**src/rtl/bist_pkg.sv**
```systemverilog
// Shared definitions for the March C- BIST sequencer: state encoding and the
// per-element operation table.
package bist_pkg;

  localparam int ELEM_W = 3;

  // Element states encode their element index in the low bits, so M0..M5 = 0..5
  typedef enum logic [3:0] {
    M0    = 4'd0,
    M1    = 4'd1,
    M2    = 4'd2,
    M3    = 4'd3,
    M4    = 4'd4,
    M5    = 4'd5,
    FLUSH = 4'd6,
    DONE  = 4'd7,
    IDLE  = 4'd8
  } state_t;

  // Element table: bit e describes element e
  localparam logic [7:0] ELEM_DOWN      = 8'b0001_1000;
  localparam logic [7:0] ELEM_HAS_READ  = 8'b0011_1110;
  localparam logic [7:0] ELEM_HAS_WRITE = 8'b0001_1111;
  localparam logic [7:0] ELEM_READ_ONE  = 8'b0001_0100;
  localparam logic [7:0] ELEM_WRITE_ONE = 8'b0000_1010;

endpackage

```
**src/rtl/bist_addr_counter.sv**
```systemverilog
// Loadable up/down address counter; terminal flags the last address in the
// current counting direction.
module bist_addr_counter #(
  parameter int ADDR_W = 4
) (
  input  logic              clk,
  input  logic              rst,
  input  logic              load,
  input  logic [ADDR_W-1:0] load_val,
  input  logic              en,
  input  logic              up_down,
  output logic [ADDR_W-1:0] addr,
  output logic              terminal
);

  logic [ADDR_W-1:0] addr_reg;

  always_ff @(posedge clk or posedge rst) begin
    if (rst) begin
      addr_reg <= '0;
    end else if (load) begin
      addr_reg <= load_val;
    end else if (en) begin
      addr_reg <= up_down ? addr_reg + ADDR_W'(1) : addr_reg - ADDR_W'(1);
    end
  end

  assign addr     = addr_reg;
  assign terminal = up_down ? (addr_reg == '1) : (addr_reg == '0);

endmodule

```
**src/rtl/march_bist_sequencer.sv**
```systemverilog
// March C- BIST engine: drives a single-port RAM through the six March elements
// and checks read data through a one-stage compare pipeline.
module march_bist_sequencer
  import bist_pkg::*;
#(
  parameter int ADDR_W = 4,
  parameter int DATA_W = 8,
  parameter int CNT_W  = 8
) (
  input  logic              clk,
  input  logic              rst,
  input  logic              start,
  input  logic              abort,
  input  logic [DATA_W-1:0] rd_data,
  output logic [ADDR_W-1:0] mem_addr,
  output logic [DATA_W-1:0] mem_wdata,
  output logic              mem_we,
  output logic              mem_re,
  output logic              busy,
  output logic              done,
  output logic              fail,
  output logic [ADDR_W-1:0] fail_addr,
  output logic [ELEM_W-1:0] fail_elem,
  output logic [CNT_W-1:0]  fail_count
);

  state_t state_reg, state_next;
  logic   op_reg, op_next;

  logic [ELEM_W-1:0] elem, elem_nx;
  logic              in_elem, has_read, has_write, is_read, is_write, last_op;
  logic              up_down, start_ok;
  logic              cnt_load, cnt_en, terminal;
  logic [ADDR_W-1:0] cnt_load_val, addr;

  logic              cmp_valid_reg;
  logic [DATA_W-1:0] exp_data_reg;
  logic [ADDR_W-1:0] exp_addr_reg;
  logic [ELEM_W-1:0] exp_elem_reg;
  logic              mismatch;

  logic              fail_reg;
  logic [ADDR_W-1:0] fail_addr_reg;
  logic [ELEM_W-1:0] fail_elem_reg;
  logic [CNT_W-1:0]  fail_count_reg;

  assign elem      = state_reg[ELEM_W-1:0];
  assign elem_nx   = elem + ELEM_W'(1);
  assign in_elem   = (state_reg <= M5);
  assign has_read  = in_elem && ELEM_HAS_READ[elem];
  assign has_write = in_elem && ELEM_HAS_WRITE[elem];
  // Two-op elements read when op=0 and write when op=1
  assign is_read   = has_read && !(has_write && op_reg);
  assign is_write  = has_write && !(has_read && !op_reg);
  assign last_op   = !(has_read && has_write) || op_reg;
  assign up_down   = !ELEM_DOWN[elem];
  assign busy      = in_elem || (state_reg == FLUSH);
  assign done      = (state_reg == DONE);
  assign start_ok  = ((state_reg == IDLE) || (state_reg == DONE)) && start && !abort;

  bist_addr_counter #(.ADDR_W(ADDR_W)) u_addr_counter (
    .clk      (clk),
    .rst      (rst),
    .load     (cnt_load),
    .load_val (cnt_load_val),
    .en       (cnt_en),
    .up_down  (up_down),
    .addr     (addr),
    .terminal (terminal)
  );

  always_comb begin
    state_next   = state_reg;
    op_next      = op_reg;
    cnt_load     = 1'b0;
    cnt_load_val = '0;
    cnt_en       = 1'b0;
    case (state_reg)
      IDLE, DONE: begin
        if (start_ok) begin
          state_next = M0;
          op_next    = 1'b0;
          cnt_load   = 1'b1;
        end
      end
      FLUSH: state_next = abort ? IDLE : DONE;
      M0, M1, M2, M3, M4, M5: begin
        if (abort) begin
          state_next = IDLE;
          op_next    = 1'b0;
        end else if (!last_op) begin
          op_next = 1'b1;
        end else begin
          op_next = 1'b0;
          if (terminal) begin
            state_next   = state_t'(state_reg + 4'd1);
            cnt_load     = 1'b1;
            cnt_load_val = ELEM_DOWN[elem_nx] ? '1 : '0;
          end else begin
            cnt_en = 1'b1;
          end
        end
      end
      default: state_next = IDLE;
    endcase
  end

  always_ff @(posedge clk or posedge rst) begin
    if (rst) begin
      state_reg <= IDLE;
      op_reg    <= 1'b0;
    end else begin
      state_reg <= state_next;
      op_reg    <= op_next;
    end
  end

  // A read issued in the abort cycle never gets compared
  always_ff @(posedge clk or posedge rst) begin
    if (rst) begin
      cmp_valid_reg <= 1'b0;
      exp_data_reg  <= '0;
      exp_addr_reg  <= '0;
      exp_elem_reg  <= '0;
    end else begin
      cmp_valid_reg <= is_read && !abort;
      if (is_read) begin
        exp_data_reg <= {DATA_W{ELEM_READ_ONE[elem]}};
        exp_addr_reg <= addr;
        exp_elem_reg <= elem;
      end
    end
  end

  assign mismatch = cmp_valid_reg && (rd_data != exp_data_reg);

  always_ff @(posedge clk or posedge rst) begin
    if (rst) begin
      fail_reg       <= 1'b0;
      fail_addr_reg  <= '0;
      fail_elem_reg  <= '0;
      fail_count_reg <= '0;
    end else if (start_ok) begin
      fail_reg       <= 1'b0;
      fail_addr_reg  <= '0;
      fail_elem_reg  <= '0;
      fail_count_reg <= '0;
    end else if (mismatch) begin
      if (fail_count_reg != '1) fail_count_reg <= fail_count_reg + CNT_W'(1);
      if (!fail_reg) begin
        fail_reg      <= 1'b1;
        fail_addr_reg <= exp_addr_reg;
        fail_elem_reg <= exp_elem_reg;
      end
    end
  end

  assign mem_addr   = in_elem ? addr : '0;
  assign mem_wdata  = is_write ? {DATA_W{ELEM_WRITE_ONE[elem]}} : '0;
  assign mem_we     = is_write;
  assign mem_re     = is_read;
  assign fail       = fail_reg;
  assign fail_addr  = fail_addr_reg;
  assign fail_elem  = fail_elem_reg;
  assign fail_count = fail_count_reg;

endmodule

```
**config.mk**
```make
export PLATFORM = sky130hd
export DESIGN_NAME = march_bist_sequencer
export DESIGN_NICKNAME = d
export VERILOG_FILES = /design/src/rtl/bist_pkg.sv /design/src/rtl/bist_addr_counter.sv /design/src/rtl/march_bist_sequencer.sv
export SDC_FILE = /design/constraint.sdc
export NUM_CORES = 1
export LEC_CHECK = 0
export ABC_AREA = 1
export BUFFER_PORTS_ARGS = -buffer_cell sky130_fd_sc_hd__buf_2
export CORE_UTILIZATION = 50
export CTS_BUF_LIST = sky130_fd_sc_hd__clkbuf_16
export CTS_CLUSTER_DIAMETER = 50
export DETAILED_ROUTE_END_ITERATION = 10
export GPL_TIMING_DRIVEN = 0
export PLACE_DENSITY_LB_ADDON = 0.05
export SLEW_MARGIN = 20
export SYNTH_ARGS = -nofsm -noshare
export SYNTH_HDL_FRONTEND = slang
export SYNTH_SLANG_ARGS = --single-unit
```
**constraint.sdc**
```tcl
create_clock -name clk -period 2.27 [get_ports clk]
set_input_delay 0.454 -clock clk [delete_from_list [all_inputs] [get_ports clk]]
set_output_delay 0.454 -clock clk [all_outputs]
set_load 0.01 [all_outputs]
```
==> run metrics, run 1 <==
critical path's slowest cell=dfrtp_2; dpl ws=-249.6 ps; most common cell after layout, fill and taps aside=nand2_1; Final min period=2350 ps; HP Class=primary input to asynchronous set/reset pin; global route total overflow=0; First DRT Iteration DRCs=129; Crit Path Max Fanout=8; Clk Latency, worst-skew pair=270 ps; Slew Viols, Final=0; worst hold margin=295.3 ps; vias=2,270; share of cells above drive strength 1=35.96%; IO Port Bufs=43; fin worst setup slack=-79.74 ps; Routed WL=5860 µm; Worst EP required=1820 ps; FF-to-FF Start=state_reg[0]$_DFFE_PP0P_; Hold Vio Cnt, Final=0; CTS Buf Count=5; max cap viols=0; vias in the first global route=2,120; outcome=complete, but fails checks; first-pass iteration count of the detailed router=4; Final ANT Viol Nets=0; GR Util All Layers=24.00%; Distinct cells, synth=32; Final setup viols=8; Critical Path Most Common Cell=inv_4; worst clock skew=2.418 ps; Setup TNS=-566.2 ps; global-route wire length before repair=9411 µm; Ports=44; Synth Cell Area=2281 µm²; Cells after Synth=308; post-synth net total=329; Leakage=1.701 nW; Largest register FFs=8; Hold Buf Count CTS=0; Final nets=401; YS warnings=0; VDD IR max=0.8053 mV; CTS clk-pin slew, worst paths=50 ps; Critical path destination=mem_wdata[3]; CTS tree=built; initial antenna violation count=0; most frequent cells in the layout=91 x nand2_1, 40 x nand3_1, 36 x buf_2; Util after Layout=70.66%; unrepaired setup endpoints after global routing=yes; normalized max-slew margin=51.86%; share of the yosys chip area belonging to registers=37.36%; crit path launch=state_reg[0]$_DFFE_PP0P_; starting density of the core=52.03%; Peak Freq=425.6 MHz; r2r worst-path depth=15; DP Area=2566 µm²; fin cells=433; CTS root buf=clkbuf_16; period utilisation layout=103.5%; CP Launch Type=flip-flop; max incr delay on CP=430 ps; Worst-Margin Slew=721.0 ps; Worst setup EP type=primary output; largest net degree at the start of global routing=35; Post-route DRC=0; pwr/cell area=1170 nW/µm²; H-tree depth=2; RR Endpoint=u_addr_counter.addr[3]$_DFFE_PP0P_; height of the die=69.54 µm; CP cell instances=inv_4 -> ha_4 -> inv_4 -> nor2_4 -> nor2_2 -> nand3_2 -> nand2_4 -> nor3_4 -> buf_4 -> buf_6; Inserted Diodes=0; routed len/inst=13.53 µm; TritonCTS Sinks=34; Core Region=4384 µm²; RePlAce Congestion=0.8215; post-synthesis register bit count=34; Die W=69.54 µm; # placed instances=403; Design Power=3.626 mW; syn avg cell area=7.406 µm²; row count=24; CTS max path bufs=2; dpl hpwl=3745 µm; failing checks=negative setup slack; Die ar.=4836 µm²; area delta synth->final=35.82%; Final Cell Area=3098 µm²; Crit Path Category=flip-flop to primary output; flop-to-flop setup slack=80 ps; Critical Path AT=1900 ps; Avg Vias per Cell=5.242
## critical path, delay by kind of cell (launching register included)
kind / cells / cell delay [ps]
DFF: 1 / 430
and+or+nand+nor: 5 / 630
adders and majority gates: 1 / 160
buffers and inverters: 4 / 380
## final cells by class
class,count,area [µm²]
inverter,32,131.4
clock buffer,5,125.1
fill,352,1286
timing repair buffer,65,460.4
buffer,12,112.6
tap,52,65.06
sequential,34,853.3
clock inverter,3,12.51
multi-input combinational,230,1338
## kinds of logic after synthesis
group | synth area share, %
AND/OR/NAND/NOR | 39.17
buffers and inverters | 9.984
flip-flops | 37.36
AO/OA/AOI/OAI | 6.308
adder cells (fa/ha/maj) | 5.266
XOR/XNOR | 1.920
## timing repair
action,in CTS,in global routing
gates resized for setup,30,17
setup buffers,16,9
cloned,0,1
setup endpoints to repair,15,37
pin swaps,6,7
## layer usage
metal / routed length (µm) / track usage (%) / up-vias
met5: 0 / 0 / -
met4: 87 / 7.029 / 0
met3: 256 / 3.924 / 11
met2: 2866 / 41.42 / 67
met1: 2650 / 30.89 / 1051
li1: - / - / 1141
## synth_stat cells, drive strengths merged
library cell  count  area, µm²
nor3              6      30.03
a41oi             1      8.760
fa                1      20.02
nor4              1      6.260
ha                8      100.1
nand2           103      406.6
xor2              4      35.03
xnor2             1      8.760
buf              12      105.1
inv              32      122.6
o21ai            14      103.9
dfrtp            33      825.8
a21oi             4      23.77
nor3b             1      7.510
or2               1      6.260
nand3b            1      7.510
o21a              1      7.510
nand4             7      50.05
nand3            45      240.2
dfstp             1      26.28
nor2             31      138.9
## how the worst min path moves through the flow
stage | cells past startpoint | from | slack, ps | end
2_1_floorplan | 2 | exp_addr_reg[0]$_DFFE_PP0P_ | 460 | exp_addr_reg[0]$_DFFE_PP0P_
3_3_place_gp | 2 | exp_addr_reg[0]$_DFFE_PP0P_ | 470 | exp_addr_reg[0]$_DFFE_PP0P_
3_5_place_dp | 2 | exp_addr_reg[2]$_DFFE_PP0P_ | 470 | exp_addr_reg[2]$_DFFE_PP0P_
4_1_cts | 2 | rst | 330 | u_addr_counter.addr[1]$_DFFE_PP0P_
5_1_grt | 2 | abort | 350 | cmp_valid_reg$_DFF_PP0_
6_report | 2 | rst | 300 | u_addr_counter.addr[1]$_DFFE_PP0P_
## report_power, final
group / internal, mW / switching, mW
combinational: 0.878 / 1.13
sequential: 0.801 / 0.182
clock: 0.396 / 0.242
total: 2.08 / 1.55
Power figures use the tool's default switching activity.
==> inputs of run 2 (changes only) <==
--- a/config.mk
+++ b/config.mk
@@ -7,7 +7,7 @@
 export LEC_CHECK = 0
 export ABC_AREA = 1
 export BUFFER_PORTS_ARGS = -buffer_cell sky130_fd_sc_hd__buf_2
-export CORE_UTILIZATION = 50
+export CORE_UTILIZATION = 55
 export CTS_BUF_LIST = sky130_fd_sc_hd__clkbuf_16
 export CTS_CLUSTER_DIAMETER = 50
 export DETAILED_ROUTE_END_ITERATION = 10
==> constraint.sdc (replaced) <==
create_clock -name clk -period 2.2 [get_ports clk]
set_input_delay 0.44 -clock clk [delete_from_list [all_inputs] [get_ports clk]]
set_output_delay 0.44 -clock clk [all_outputs]
set_load 0.01 [all_outputs]
==> run 2 against run 1 <==
Compared with the run above: the run still ends with negative setup slack left; setup slack worse by 110 ps; non-clock buffer count is 5 lower; count of clock-buffer cells in the layout stayed put; sequential power is 4% higher; sequential share of layout area hardly changed; combinational power hardly changed; critical path type unchanged; critical endpoint is now mem_wdata[5]; highest routed layer unchanged.
==> run metrics, run 2 (synthesis gave the netlist of run 1 again) <==
GR Util All Layers=27.82%; TritonCTS Sinks=34; most frequent cells in the layout=91 x nand2_1, 40 x nand3_1, 36 x buf_2; largest net degree at the start of global routing=35; CTS root buf=clkbuf_16; CTS tree=built; H-tree depth=2; height of the die=66.40 µm; First DRT Iteration DRCs=162; dpl hpwl=3587 µm; Psw=1.635 mW; row count=23; share of cells above drive strength 1=36.17%; Sw Ratio=41.23%; crit path launch=state_reg[1]$_DFFE_PP0P_; first-pass iteration count of the detailed router=4; RR Endpoint=u_addr_counter.addr[3]$_DFFE_PP0P_; failing checks=negative setup slack; area delta synth->final=35.87%; global-route wire length before repair=9149 µm; CP Launch Type=flip-flop; combinational power share=50.7%; met2 wire len=2931 µm; Ports=44; Clk Latency, worst-skew pair=280 ps; Critical path destination=mem_wdata[5]; Largest register FFs=8; Die W=66.40 µm; met1 WL=2414 µm; Max Used Layer=met4; fin cells=426; pwr/cell area=1280 nW/µm²; DP Area=2570 µm²; routed len/inst=13.78 µm; Inserted Diodes=0; most common cell after layout, fill and taps aside=nand2_1; vias in the first global route=2,034; routed wire length on met3=327 µm; IO Port Bufs=43; outcome=complete, but fails checks; r2r worst-path depth=15; sequential share of power=25.8%; Routed WL=5869 µm; Peak Freq=417.9 MHz; HP Class=primary input to asynchronous set/reset pin; Leakage=1.691 nW; vias=2,255; Hold Vio Cnt, Final=0; global route total overflow=0; Worst-Margin Slew=717.6 ps; Avg Vias per Cell=5.293; Worst setup EP type=primary output; max cap viols=0; fill count=266; CTS Buf Count=5; power share of the clock group=23.5%; Final setup viols=8; normalized max-slew margin=52.09%; # placed instances=401; Critical Path AT=1950 ps; starting density of the core=57.02%; Worst EP required=1760 ps; Final ANT Viol Nets=0; Slew Viols, Final=0; Final min period=2393 ps; Pint=2.331 mW; Die ar.=4409 µm²; VDD IR max=0.7450 mV; RePlAce Congestion=0.8998; initial antenna violation count=0; unrepaired setup endpoints after global routing=yes; worst hold margin=285.2 ps; Final nets=396; FF-to-FF Start=state_reg[0]$_DFFE_PP0P_; Final Cell Area=3099 µm²; flop-to-flop setup slack=90 ps; Core Region=4000 µm²; worst clock skew=6.571 ps; Post-route DRC=0; Crit Path Max Fanout=8; CTS clk-pin slew, worst paths=60 ps; Crit Path Category=flip-flop to primary output; period utilisation layout=108.8%; fin worst setup slack=-192.7 ps; Design Power=3.966 mW; dpl ws=-226.9 ps; CTS max path bufs=2
==> run 2: cell types whose count changed in the layout (fill, tap and decap cells not counted), sizes merged <==
cell and delta:
clkbuf -1, buf -4, inv -1, bufinv +2, clkinv -1
==> run 2: layer usage <==
metal	vias up	GRT usage [%]
li1	1123	-
met1	1040	34.34
met2	74	47.83
met3	18	5.690
met4	0	9.574
met5	-	0
==> run 2: power by group through the flow <==
stage	Sequential, mW	Clock [mW]	Combinational, mW
global placement	1.04	0	1.48
detailed placement	1.04	0	1.50
CTS	1.01	0.933	1.88
finish	1.02	0.931	2.01
floorplan	1.03	0	1.10
global route	1.05	0.963	2.22
==> run 2: what timing repair did <==
item	4_1_cts	5_1_grt
hold buffers	0	0
endpoints found under the setup margin	16	38
pin swaps	7	8
resized for setup	30	17
setup buffers	15	5
==> run 2: per-stage QoR <==
stage / utilization (%) / setup TNS, ps
global route: 77.48 / -2074
CTS: 74.88 / -778.8
floorplan: - / 0
finish: 77.48 / -1442
global placement: 64.25 / -1598
detailed placement: 64.25 / -1720
==> run 2: worst min-delay path by stage <==
| stage | from | endpoint | slack, ps | cells after the start |
|---|---|---|---|---|
| floorplan | exp_addr_reg[0]$_DFFE_PP0P_ | exp_addr_reg[0]$_DFFE_PP0P_ | 460 | 2 |
| global placement | exp_elem_reg[2]$_DFFE_PP0P_ | exp_elem_reg[2]$_DFFE_PP0P_ | 470 | 2 |
| detailed placement | exp_addr_reg[3]$_DFFE_PP0P_ | exp_addr_reg[3]$_DFFE_PP0P_ | 470 | 2 |
| CTS | rst | fail$_DFFE_PP0P_ | 310 | 2 |
| global route | abort | cmp_valid_reg$_DFF_PP0_ | 340 | 2 |
| finish | rst | fail_count[5]$_DFFE_PP0P_ | 290 | 2 |
==> run 2: layout make-up <==
class | count | area (µm²) | share of cell area (%)
multi-input combinational | 230 | 1348 | 43.48
sequential | 34 | 854.6 | 27.57
timing repair buffer | 60 | 394.1 | 12.72
inverter | 32 | 133.9 | 4.320
clock buffer | 5 | 125.1 | 4.037
buffer | 12 | 112.6 | 3.633
clock inverter | 3 | 68.82 | 2.220
tap | 50 | 62.56 | 2.019
==> run 2: critical path, stage by stage (launching register included) <==
cell,delay (ps)
dfrtp_2,430
inv_4,90
ha_4,170
inv_4,50
nor2_4,120
nor2_4,60
nand3_2,60
nand2_2,80
nor3_4,340
buf_4,180
buf_6,90
